--- config.mk ---
export PLATFORM = sky130hd
export DESIGN_NAME = plan_act_pipe
export DESIGN_NICKNAME = d
export VERILOG_FILES = /design/src/rtl/plan_act_pkg.sv /design/src/rtl/plan_act_pipe_seg_eval.sv /design/src/rtl/plan_act_pipe.sv
export SDC_FILE = /design/constraint.sdc
export NUM_CORES = 1
export LEC_CHECK = 0
export CORE_ASPECT_RATIO = 0.6
export CORE_MARGIN = 2
export CORE_UTILIZATION = 30
export CTS_BUF_LIST = sky130_fd_sc_hd__clkbuf_16
export CTS_CLUSTER_SIZE = 10
export DETAILED_ROUTE_END_ITERATION = 6
export GPL_ROUTABILITY_DRIVEN = 0
export PLACE_DENSITY = 0.59
export SETUP_SLACK_MARGIN = 0.15
export SLEW_MARGIN = 5
export SYNTH_ARGS = -nofsm -noshare
export SYNTH_HDL_FRONTEND = slang
export SYNTH_SLANG_ARGS = --single-unit
--- constraint.sdc ---
create_clock -name clk -period 2.6 [get_ports clk]
set_input_delay 0.52 -clock clk [delete_from_list [all_inputs] [get_ports clk]]
set_output_delay 0.52 -clock clk [all_outputs]
set_load 0.02 [all_outputs]
--- src/rtl/plan_act_pkg.sv ---
// Shared types and PLAN segment constants for the activation units.
package plan_act_pkg;

  // Per-sample activation selector, carried down the pipe with its sample.
  typedef enum logic {
    ACT_SIGMOID = 1'b0,
    ACT_TANH    = 1'b1
  } act_mode_e;

  // Magnitudes are carried at a fixed width so the payload type and the
  // segment evaluator do not depend on the unit's DATA_W; unused upper bits
  // are constant zero and fall away in synthesis.
  localparam int MAG_W = 32;

  // Stage-1 payload: folded magnitude plus what S3 needs to unfold it.
  typedef struct packed {
    logic [MAG_W-1:0] mag;
    logic             neg;
    act_mode_e        mode;
    logic             valid;
  } stage_t;

  // 1.0 in the fixed-point format.
  function automatic logic [MAG_W-1:0] plan_one(input int frac_w);
    return MAG_W'(1) << frac_w;
  endfunction

  // 5.0: start of the flat (saturated) segment.
  function automatic logic [MAG_W-1:0] plan_sat_th(input int frac_w);
    return MAG_W'(5) << frac_w;
  endfunction

  // 2.375: start of the shallow segment.
  function automatic logic [MAG_W-1:0] plan_hi_th(input int frac_w);
    return MAG_W'(19) << (frac_w - 3);
  endfunction

  // 0.84375: offset of the shallow segment.
  function automatic logic [MAG_W-1:0] plan_hi_off(input int frac_w);
    return MAG_W'(27) << (frac_w - 5);
  endfunction

  // 0.625: offset of the middle segment.
  function automatic logic [MAG_W-1:0] plan_mid_off(input int frac_w);
    return MAG_W'(5) << (frac_w - 3);
  endfunction

  // 0.5: offset of the steep segment around zero.
  function automatic logic [MAG_W-1:0] plan_lo_off(input int frac_w);
    return MAG_W'(1) << (frac_w - 1);
  endfunction

endpackage

--- src/rtl/plan_act_pipe_seg_eval.sv ---
// Combinational PLAN sigmoid on a non-negative magnitude: picks the segment
// and applies its shift-and-add. Result lies in [0.5, 1.0].
module plan_seg_eval
  import plan_act_pkg::*;
#(
  parameter int FRAC_W = 10
) (
  input  logic [MAG_W-1:0] mag_i,
  output logic [FRAC_W:0]  s_o,
  output logic             sat_o
);

  localparam int               S_W     = FRAC_W + 1;
  localparam logic [MAG_W-1:0] ONE     = plan_one(FRAC_W);
  localparam logic [MAG_W-1:0] SAT_TH  = plan_sat_th(FRAC_W);
  localparam logic [MAG_W-1:0] HI_TH   = plan_hi_th(FRAC_W);
  localparam logic [MAG_W-1:0] HI_OFF  = plan_hi_off(FRAC_W);
  localparam logic [MAG_W-1:0] MID_OFF = plan_mid_off(FRAC_W);
  localparam logic [MAG_W-1:0] LO_OFF  = plan_lo_off(FRAC_W);

  // Segment select; each boundary value belongs to the segment above it.
  always_comb begin
    // NOTE: every output gets a default first so no path leaves it unassigned,
    // which would otherwise infer a latch.
    s_o   = '0;
    sat_o = 1'b0;
    if (mag_i >= SAT_TH) begin
      s_o   = S_W'(ONE);
      sat_o = 1'b1;
    end else if (mag_i >= HI_TH) begin
      s_o = S_W'((mag_i >> 5) + HI_OFF);
    end else if (mag_i >= ONE) begin
      s_o = S_W'((mag_i >> 3) + MID_OFF);
    end else begin
      s_o = S_W'((mag_i >> 2) + LO_OFF);
    end
  end

endmodule

--- src/rtl/plan_act_pipe.sv ---
// Three-stage PLAN sigmoid/tanh unit with valid/ready on both sides.
// S1 folds the sign (and doubles for tanh), S2 evaluates the PLAN segment,
// S3 unfolds the sign and maps to the selected function.
module plan_act_pipe
  import plan_act_pkg::*;
#(
  parameter int DATA_W = 16,
  parameter int FRAC_W = 10
) (
  input  logic              clk,
  input  logic              rst,
  input  logic              in_valid,
  output logic              in_ready,
  input  logic [DATA_W-1:0] in_data,
  input  logic              in_mode,
  output logic              out_valid,
  input  logic              out_ready,
  output logic [DATA_W-1:0] out_data,
  output logic              out_sat
);

  localparam logic [DATA_W-1:0] MAX_POS = {1'b0, {(DATA_W-1){1'b1}}};
  localparam logic [DATA_W-1:0] MIN_NEG = {1'b1, {(DATA_W-1){1'b0}}};
  localparam logic [DATA_W-1:0] ONE_D   = DATA_W'(1) << FRAC_W;

  logic adv;

  stage_t            s1_d, s1_q;
  logic [FRAC_W:0]   seg_s;
  logic              seg_sat;
  logic [FRAC_W:0]   s2_s_q;
  logic              s2_sat_q, s2_neg_q, s2_valid_q;
  act_mode_e         s2_mode_q;
  logic [DATA_W-1:0] out_data_d, out_data_q;
  logic              out_sat_q, out_valid_q;

  // The whole pipe moves as one unless a finished result is being held.
  assign adv      = ~out_valid_q | out_ready;
  assign in_ready = adv & ~rst;

  // S1: fold sign into a saturating magnitude; tanh doubles it.
  always_comb begin
    logic [DATA_W-1:0] abs_v;
    logic [DATA_W-1:0] mag_v;
    abs_v = in_data;
    if (in_data[DATA_W-1]) abs_v = (in_data == MIN_NEG) ? MAX_POS : -in_data;
    mag_v = abs_v;
    if (act_mode_e'(in_mode) == ACT_TANH) mag_v = abs_v[DATA_W-2] ? MAX_POS : (abs_v << 1);
    s1_d.mag   = MAG_W'(mag_v);
    s1_d.neg   = in_data[DATA_W-1];
    s1_d.mode  = act_mode_e'(in_mode);
    s1_d.valid = in_valid;
  end

  // S2: PLAN segment evaluation on the folded magnitude.
  plan_seg_eval #(
    .FRAC_W (FRAC_W)
  ) u_seg_eval (
    .mag_i (s1_q.mag),
    .s_o   (seg_s),
    .sat_o (seg_sat)
  );

  // S3: unfold the sign and map sigmoid to tanh where selected.
  always_comb begin
    logic [DATA_W-1:0] s_ext;
    logic [DATA_W-1:0] t_v;
    s_ext = DATA_W'(s2_s_q);
    t_v   = (s_ext << 1) - ONE_D;
    if (s2_mode_q == ACT_TANH) out_data_d = s2_neg_q ? -t_v : t_v;
    else                       out_data_d = s2_neg_q ? (ONE_D - s_ext) : s_ext;
  end

  // Stage-1 register: folded input sample.
  always_ff @(posedge clk or posedge rst) begin
    // NOTE: clocked state uses non-blocking assignments so every stage samples
    // the previous stage's old value on the same edge.
    if (rst)      s1_q <= '0;
    else if (adv) s1_q <= s1_d;
  end

  // Stage-2 register: segment result plus sign/mode needed by S3.
  always_ff @(posedge clk or posedge rst) begin
    if (rst) begin
      s2_s_q     <= '0;
      s2_sat_q   <= 1'b0;
      s2_neg_q   <= 1'b0;
      s2_mode_q  <= ACT_SIGMOID;
      s2_valid_q <= 1'b0;
    end else if (adv) begin
      s2_s_q     <= seg_s;
      s2_sat_q   <= seg_sat;
      s2_neg_q   <= s1_q.neg;
      s2_mode_q  <= s1_q.mode;
      s2_valid_q <= s1_q.valid;
    end
  end

  // Output register: held while the consumer stalls.
  always_ff @(posedge clk or posedge rst) begin
    if (rst) begin
      out_data_q  <= '0;
      out_sat_q   <= 1'b0;
      out_valid_q <= 1'b0;
    end else if (adv) begin
      out_data_q  <= out_data_d;
      out_sat_q   <= s2_sat_q;
      out_valid_q <= s2_valid_q;
    end
  end

  assign out_data  = out_data_q;
  assign out_sat   = out_sat_q;
  assign out_valid = out_valid_q;

endmodule

Yosys cells after proc, flatten, opt, wreduce, memory -nomap -nowiden
Cells that the tools add are included.
{"block": "totals", "input_bits": 21, "word_cells": 38, "reg_bits": 52}
{"block": "op_classes", "magnitude_cmp": 3, "n_bitwise": 4, "eq_ne": 1, "mux": 11, "n_addsub": 7}
{"operator": "two-way mux 16 bit", "count": 6}
{"operator": "adder 11 x 10 -> 11 bit (second input constant)", "count": 3}
{"operator": "two-way mux 11 bit", "count": 3}
{"operator": "negation 16 bit", "count": 2}
{"operator": "equality test 16 bit (second input constant)", "count": 1}
{"operator": "greater-or-equal comparator 16 x 11 -> 1 bit (second input constant)", "count": 1}
{"operator": "greater-or-equal comparator 16 x 12 -> 1 bit (second input constant)", "count": 1}
{"operator": "greater-or-equal comparator 16 x 13 -> 1 bit (second input constant)", "count": 1}
{"operator": "two-way mux 15 bit", "count": 1}
{"operator": "subtractor 12 x 11 -> 13 bit (second input constant)", "count": 1}
{"operator": "subtractor 11 x 11 -> 12 bit (first input constant)", "count": 1}
{"operator": "NOT 1 bit", "count": 2}
{"operator": "AND 1 bit", "count": 1}
{"operator": "two-way mux 1 bit", "count": 1}
{"operator": "OR 1 bit", "count": 1}

Logic depth before layout (Yosys ltp)
{"block": "depth", "ltp_word": 5, "ltp_mapped": 9, "mapped_depth_nobuf": 7}

By module
A second synthesis with hierarchy kept.
{"block": "hier_totals", "cells_unflattened": 422, "area_unflattened_um2": 3563.4}
{"module": "plan_act_pipe", "instances": 1, "area_each_um2": 2997.9, "cells_per_inst": 353}
{"module": "plan_seg_eval", "instances": 1, "area_each_um2": 565.5, "cells_per_inst": 69}

Least setup slack after synthesis
OpenSTA, ideal clock, no wires.
{"block": "synth_timing", "path_kind": "input to register", "startpoint": "input in_data[1]", "endpoint": "register s1_q[8] in the netlist's numbering", "t_arrival_ns": 2.414, "t_required_ns": 2.525, "setup_ns": 0.075, "path_slack_ns": 0.111, "cell_stages": 8, "cell_sequence": "inv_1 ha_1 or4b_2 or4_4 and2_4 buf_6 a221o_1 o21ai_2"}
{"block": "synth_between", "elab_chain_len": 5, "elab_cells_between_ends": 6}
{"item": "start: declaration", "line_no": "plan_act_pipe.sv:14", "rtl": "input logic [DATA_W-1:0] in_data,"}
{"item": "negation 16 bit or equality test 16 bit (tied branches)", "line_no": "plan_act_pipe.sv:46", "rtl": "if (in_data[DATA_W-1]) abs_v = (in_data == MIN_NEG) ? MAX_POS : -in_data;"}
{"item": "two-way mux 16 bit * (2 in a row)", "line_no": "plan_act_pipe.sv:46"}
{"item": "two-way mux 15 bit", "line_no": "plan_act_pipe.sv:48", "rtl": "if (act_mode_e'(in_mode) == ACT_TANH) mag_v = abs_v[DATA_W-2] ? MAX_POS : (abs_v << 1);"}
{"item": "two-way mux 16 bit *", "line_no": "plan_act_pipe.sv:48"}
{"item": "end signal: assignment", "line_no": "plan_act_pipe.sv:78", "rtl": "if (rst) s1_q <= '0;"}
{"item": "end signal: assignment", "line_no": "plan_act_pipe.sv:79", "rtl": "else if (adv) s1_q <= s1_d;"}
{"item": "end: declaration", "line_no": "plan_act_pipe.sv:28", "rtl": "stage_t s1_d, s1_q;"}
Every way passes the cells marked *; elsewhere a longest branch is shown, timed or not.
A chain may end at the register's enable or synchronous reset.

Final worst setup path
{"block": "layout_timing", "startpoint": "input in_data[7]", "endpoint": "register s1_q[9] in the netlist's numbering"}
The elaborated chain is that of the path after synthesis.

==> reports/summary.log <==
[routing] total wire length 8.942 mm
[layout] register area 1301 µm²
[clocking] insertion delay to the later sink of the worst-skew pair 0.30 ns
[critical_path] cells along the critical path clkdlybuf4s50_1 -> or4_4 -> or4_4 -> and2_4 -> a221o_1 -> o21ai_2
[routing] post-DR vias/cell 5.320
[clocking] Hold Buf Count CTS 0
[sta] headroom to the max-slew limit 61.54%
[critical_path] CP Max Fanout 6
[sta] setup repair after global routing missed its margin true
[yosys] number of nets produced by synthesis 418
[worst_hold_path] class of the tightest hold or removal check reg -> reg
[sta] Period minus WS final 2.451 ns
[sta] Clock Skew 0.006576 ns
[yosys] Yosys top cell by area sky130_fd_sc_hd__dfrtp_1
[clocking] CTS tree done
[critical_path] worst reg2reg path startpoint s1_q[15]
[floorplan] core box area 11150 µm²
[layout] multi-input gate area in the final layout 1978 µm²
[critical_path] kind of cell adding the most delay to the critical path simple AND/OR/NAND/NOR gates
[critical_path] cell repeated most along the worst path sky130_fd_sc_hd__or4_4
[yosys] Post-synth top flop sky130_fd_sc_hd__dfrtp_1
[power] leakage power of the design 1.848 nW
[floorplan] Top Ports 40
[clocking] cell at the root of the clock tree sky130_fd_sc_hd__clkbuf_16
[critical_path] capture point of the critical path s1_q[9]
[yosys] share of flip-flops with an asynchronous set or reset after synthesis 100.0%
[critical_path] worst path required time 2.83 ns
[critical_path] slowest stage delay, CP 0.57 ns
[worst_hold_path] hold path cells 2
[critical_path] worst-path cell with the longest stage delay sky130_fd_sc_hd__or4_4
[critical_path] Buf/Inv on CP 1
[power] Power Total 3.540 mW
[job] number of max-capacitance violations reported 0
[routing] Remaining DRCs 0
[clocking] buffers from clock root to sink, at most 2
[floorplan] count of standard-cell rows 30
[critical_path] Worst Setup End Kind register
[sta] Total Neg Setup Slack 0 ns
[yosys] sequential cell area fraction in the yosys report 38.38%
[global_routing] global-route usage over all layers 15.79%
[critical_path] start point of the critical path in_data[7]
[global_routing] global-route wire length before repair 15.46 mm
[global_routing] vias in the first global route 3033
[layout] proportion of layout cells with a drive suffix above 1 17.01%
[sta] final hold vios 0
[critical_path] worst reg-to-reg setup slack 0.33 ns
[yosys] yosys synthesis warning count 0
[layout] Area growth, synth to finish 27.68%
[clocking] CTS sink cnt 52
[floorplan] die area 12200 µm²
[clocking] level count of the clock H-tree 2
[power] maximum ir drop on the vdd rail 0.3715 mV
[critical_path] CP startpoint kind primary input
[clocking] TritonCTS Buffers 5
[layout] antenna diode instance count 0
[critical_path] r2r endpoint s2_s_q[10]
[routing] number of detailed-route iterations in the first pass 4
[sta] slew at the pin with the worst max-slew slack 0.5770 ns
[sta] part of the cycle the worst path needs 94.27%
[layout] number of nets in the final layout 469
[clocking] number of buffers inserted by post-CTS setup repair 0
[critical_path] number of cells traversed by the worst register-to-register path 7
[yosys] top-area cell type share of the netlist area 38.38%
[routing] routed wire length per instance 15.44 µm
[critical_path] arrival time at the worst endpoint 2.68 ns
[floorplan] Die Span X 141.3 µm
[power] power per unit of standard cell area 817.6 nW/µm²
[global_routing] largest net degree at the start of global routing 53
[yosys] Post-Syn Area per Cell 8.830 µm²
[sta] final setup vio count 0
[yosys] number of instances in the synthesized netlist 384
[critical_path] critical path class in -> reg
[floorplan] Die H 86.35 µm
[yosys] total standard cell area after synthesis 3391 µm²
[clocking] Clock transition at path regs 0.07 ns
[yosys] most frequent cells after synthesis 52 x sky130_fd_sc_hd__dfrtp_1, 37 x sky130_fd_sc_hd__nand2_1, 35 x sky130_fd_sc_hd__nor2_1
[status] status complete, no violations
[critical_path] count of cell instances traversed by the critical path 6
[routing] via count 3080
[place] Post-DP HPWL 6.627 mm
[yosys] most common cell in the synthesized netlist sky130_fd_sc_hd__dfrtp_1
[layout] final-layout fill cell count 1095
[global_routing] number of antenna violations at the first check in global routing 0
[routing] Initial DRC Count 182
[place] count of input and output buffers 39
[sta] max-slew violation count 0
[yosys] distinct cell type count after synthesis 59
[sta] highest clock rate 408.0 MHz
[routing] post-detailed-route count of antenna-violating nets 0
[global_routing] overflow left after global routing 0
[yosys] top area cells in the synthesized netlist sky130_fd_sc_hd__dfrtp_1 38%, sky130_fd_sc_hd__ha_1 4.8%, sky130_fd_sc_hd__nand2_1 4.1%
[yosys] number of enable flip-flop cells after synthesis 0
[yosys] number of storage elements in the synthesis netlist 52
[floorplan] effective utilization at floorplan 30.42%
-- worst reg2reg max path, stage by stage, from the launching register on --
cell and delay (ns):
sky130_fd_sc_hd__dfrtp_1 0.53, sky130_fd_sc_hd__inv_1 0.13, sky130_fd_sc_hd__ha_1 0.22, sky130_fd_sc_hd__nand4b_1 0.10, sky130_fd_sc_hd__nor3_1 0.06, sky130_fd_sc_hd__or3_1 0.43, sky130_fd_sc_hd__a211o_1 0.40, sky130_fd_sc_hd__o221a_2 0.28
-- per-stage QoR --
| step | setup WS [ns] | util [%] | cells | hold slack [ns] | cell area, µm² |
|---|---|---|---|---|---|
| 2_1_floorplan | 0.2135 | - | 384 | 0.4300 | 3397 |
| 3_3_place_gp | -0.2633 | 37.01 | 572 | 0.4495 | 4126 |
| 3_5_place_dp | -0.3587 | 37.01 | 572 | 0.4593 | 4126 |
| 4_1_cts | 0.1538 | 38.57 | 579 | 0.4833 | 4300 |
| 5_1_grt | 0.1294 | 38.83 | 579 | 0.4984 | 4329 |
| 6_report | 0.1491 | 38.83 | 579 | 0.4767 | 4329 |
-- logic make-up after synthesis --
family | after synthesis | share of synthesized area [%]
XOR/XNOR | 25 | 6.458
flip-flops | 52 | 38.38
adder cells (fa/ha/maj) | 13 | 4.797
AO/OA/AOI/OAI | 113 | 23.73
buffers and inverters | 48 | 5.609
multiplexers | 9 | 2.694
AND/OR/NAND/NOR | 124 | 18.34
-- report_power, final --
part           internal (mW)  leakage (nW)  switching [mW]  total [mW]
Sequential              1.04         0.631           0.219        1.26
Clock                  0.351        0.0657           0.311       0.661
Combinational          0.734          1.15           0.886        1.62
-- timing repair --
action                     CTS  global route
setup endpoints to repair   12             9
resized for setup           14             6
pin swaps                    6             2
hold endpoints to repair     0             0
-- area by class of cell --
type | instances | share of cell area [%]
clock buffers | 5 | 2.890
clock inverters | 2 | 0.2890
inverters | 21 | 1.821
multi-input cells | 284 | 45.69
flip-flops and latches | 52 | 30.06
well taps | 144 | 4.162
repair buffers | 71 | 15.09
-- flip-flops by register name, summed over array words and instances (netlist names) --
register    cells
s2_s_q         11
s2_valid_q      1
out_data       16
out_sat         1
s1_q           19
s2_mode_q       1
s2_neg_q        1
out_valid       1
s2_sat_q        1
-- cell usage in the layout, fill, tap and decap left out, types with 3 or more instances in the layout --
master / netlist / layout
sky130_fd_sc_hd__or2_2: 4 / 4
sky130_fd_sc_hd__a21o_1: 5 / 5
sky130_fd_sc_hd__nor4_1: 4 / 4
sky130_fd_sc_hd__xnor2_1: 13 / 13
sky130_fd_sc_hd__nand2b_1: 7 / 6
sky130_fd_sc_hd__o221ai_1: 9 / 8
sky130_fd_sc_hd__or4_1: 6 / 4
sky130_fd_sc_hd__mux2i_1: 8 / 8
sky130_fd_sc_hd__o31ai_1: 7 / 6
sky130_fd_sc_hd__o21ai_0: 21 / 21
sky130_fd_sc_hd__clkbuf_16: 0 / 5
sky130_fd_sc_hd__buf_4: 0 / 30
sky130_fd_sc_hd__nand2_1: 37 / 35
sky130_fd_sc_hd__a31o_2: 3 / 3
sky130_fd_sc_hd__ha_1: 13 / 12
sky130_fd_sc_hd__xor2_1: 12 / 12
sky130_fd_sc_hd__clkdlybuf4s50_1: 0 / 34
sky130_fd_sc_hd__o21a_1: 5 / 5
sky130_fd_sc_hd__o22ai_1: 3 / 3
sky130_fd_sc_hd__nor3_1: 9 / 8
sky130_fd_sc_hd__o41ai_1: 6 / 4
sky130_fd_sc_hd__or3_1: 5 / 5
sky130_fd_sc_hd__o211ai_1: 4 / 4
sky130_fd_sc_hd__or4_4: 1 / 3
sky130_fd_sc_hd__inv_1: 21 / 20
sky130_fd_sc_hd__a221oi_2: 0 / 3
sky130_fd_sc_hd__a21oi_1: 22 / 22
sky130_fd_sc_hd__dlygate4sd2_1: 0 / 4
sky130_fd_sc_hd__nor2_1: 35 / 35
sky130_fd_sc_hd__dfrtp_1: 52 / 52
-- routing by layer --
metal | global-route usage (%) | part of all wire, % | up-vias
li1 | - | - | 1496
met4 | 3.364 | 1.0 | 0
met2 | 21.93 | 41 | 88
met3 | 3.149 | 5.7 | 9
met1 | 24.97 | 53 | 1487
met5 | 0 | 0 | -
-- worst min path at each step --
stage	startpoint	end
global placement	s2_valid_q	s2_valid_q
floorplan	s2_valid_q	s2_valid_q
finish	s1_q[2]	s1_q[2]
detailed placement	out_sat	out_sat
global route	s2_valid_q	out_valid
CTS	s2_valid_q	out_valid
(Power assumes the default switching activity.)
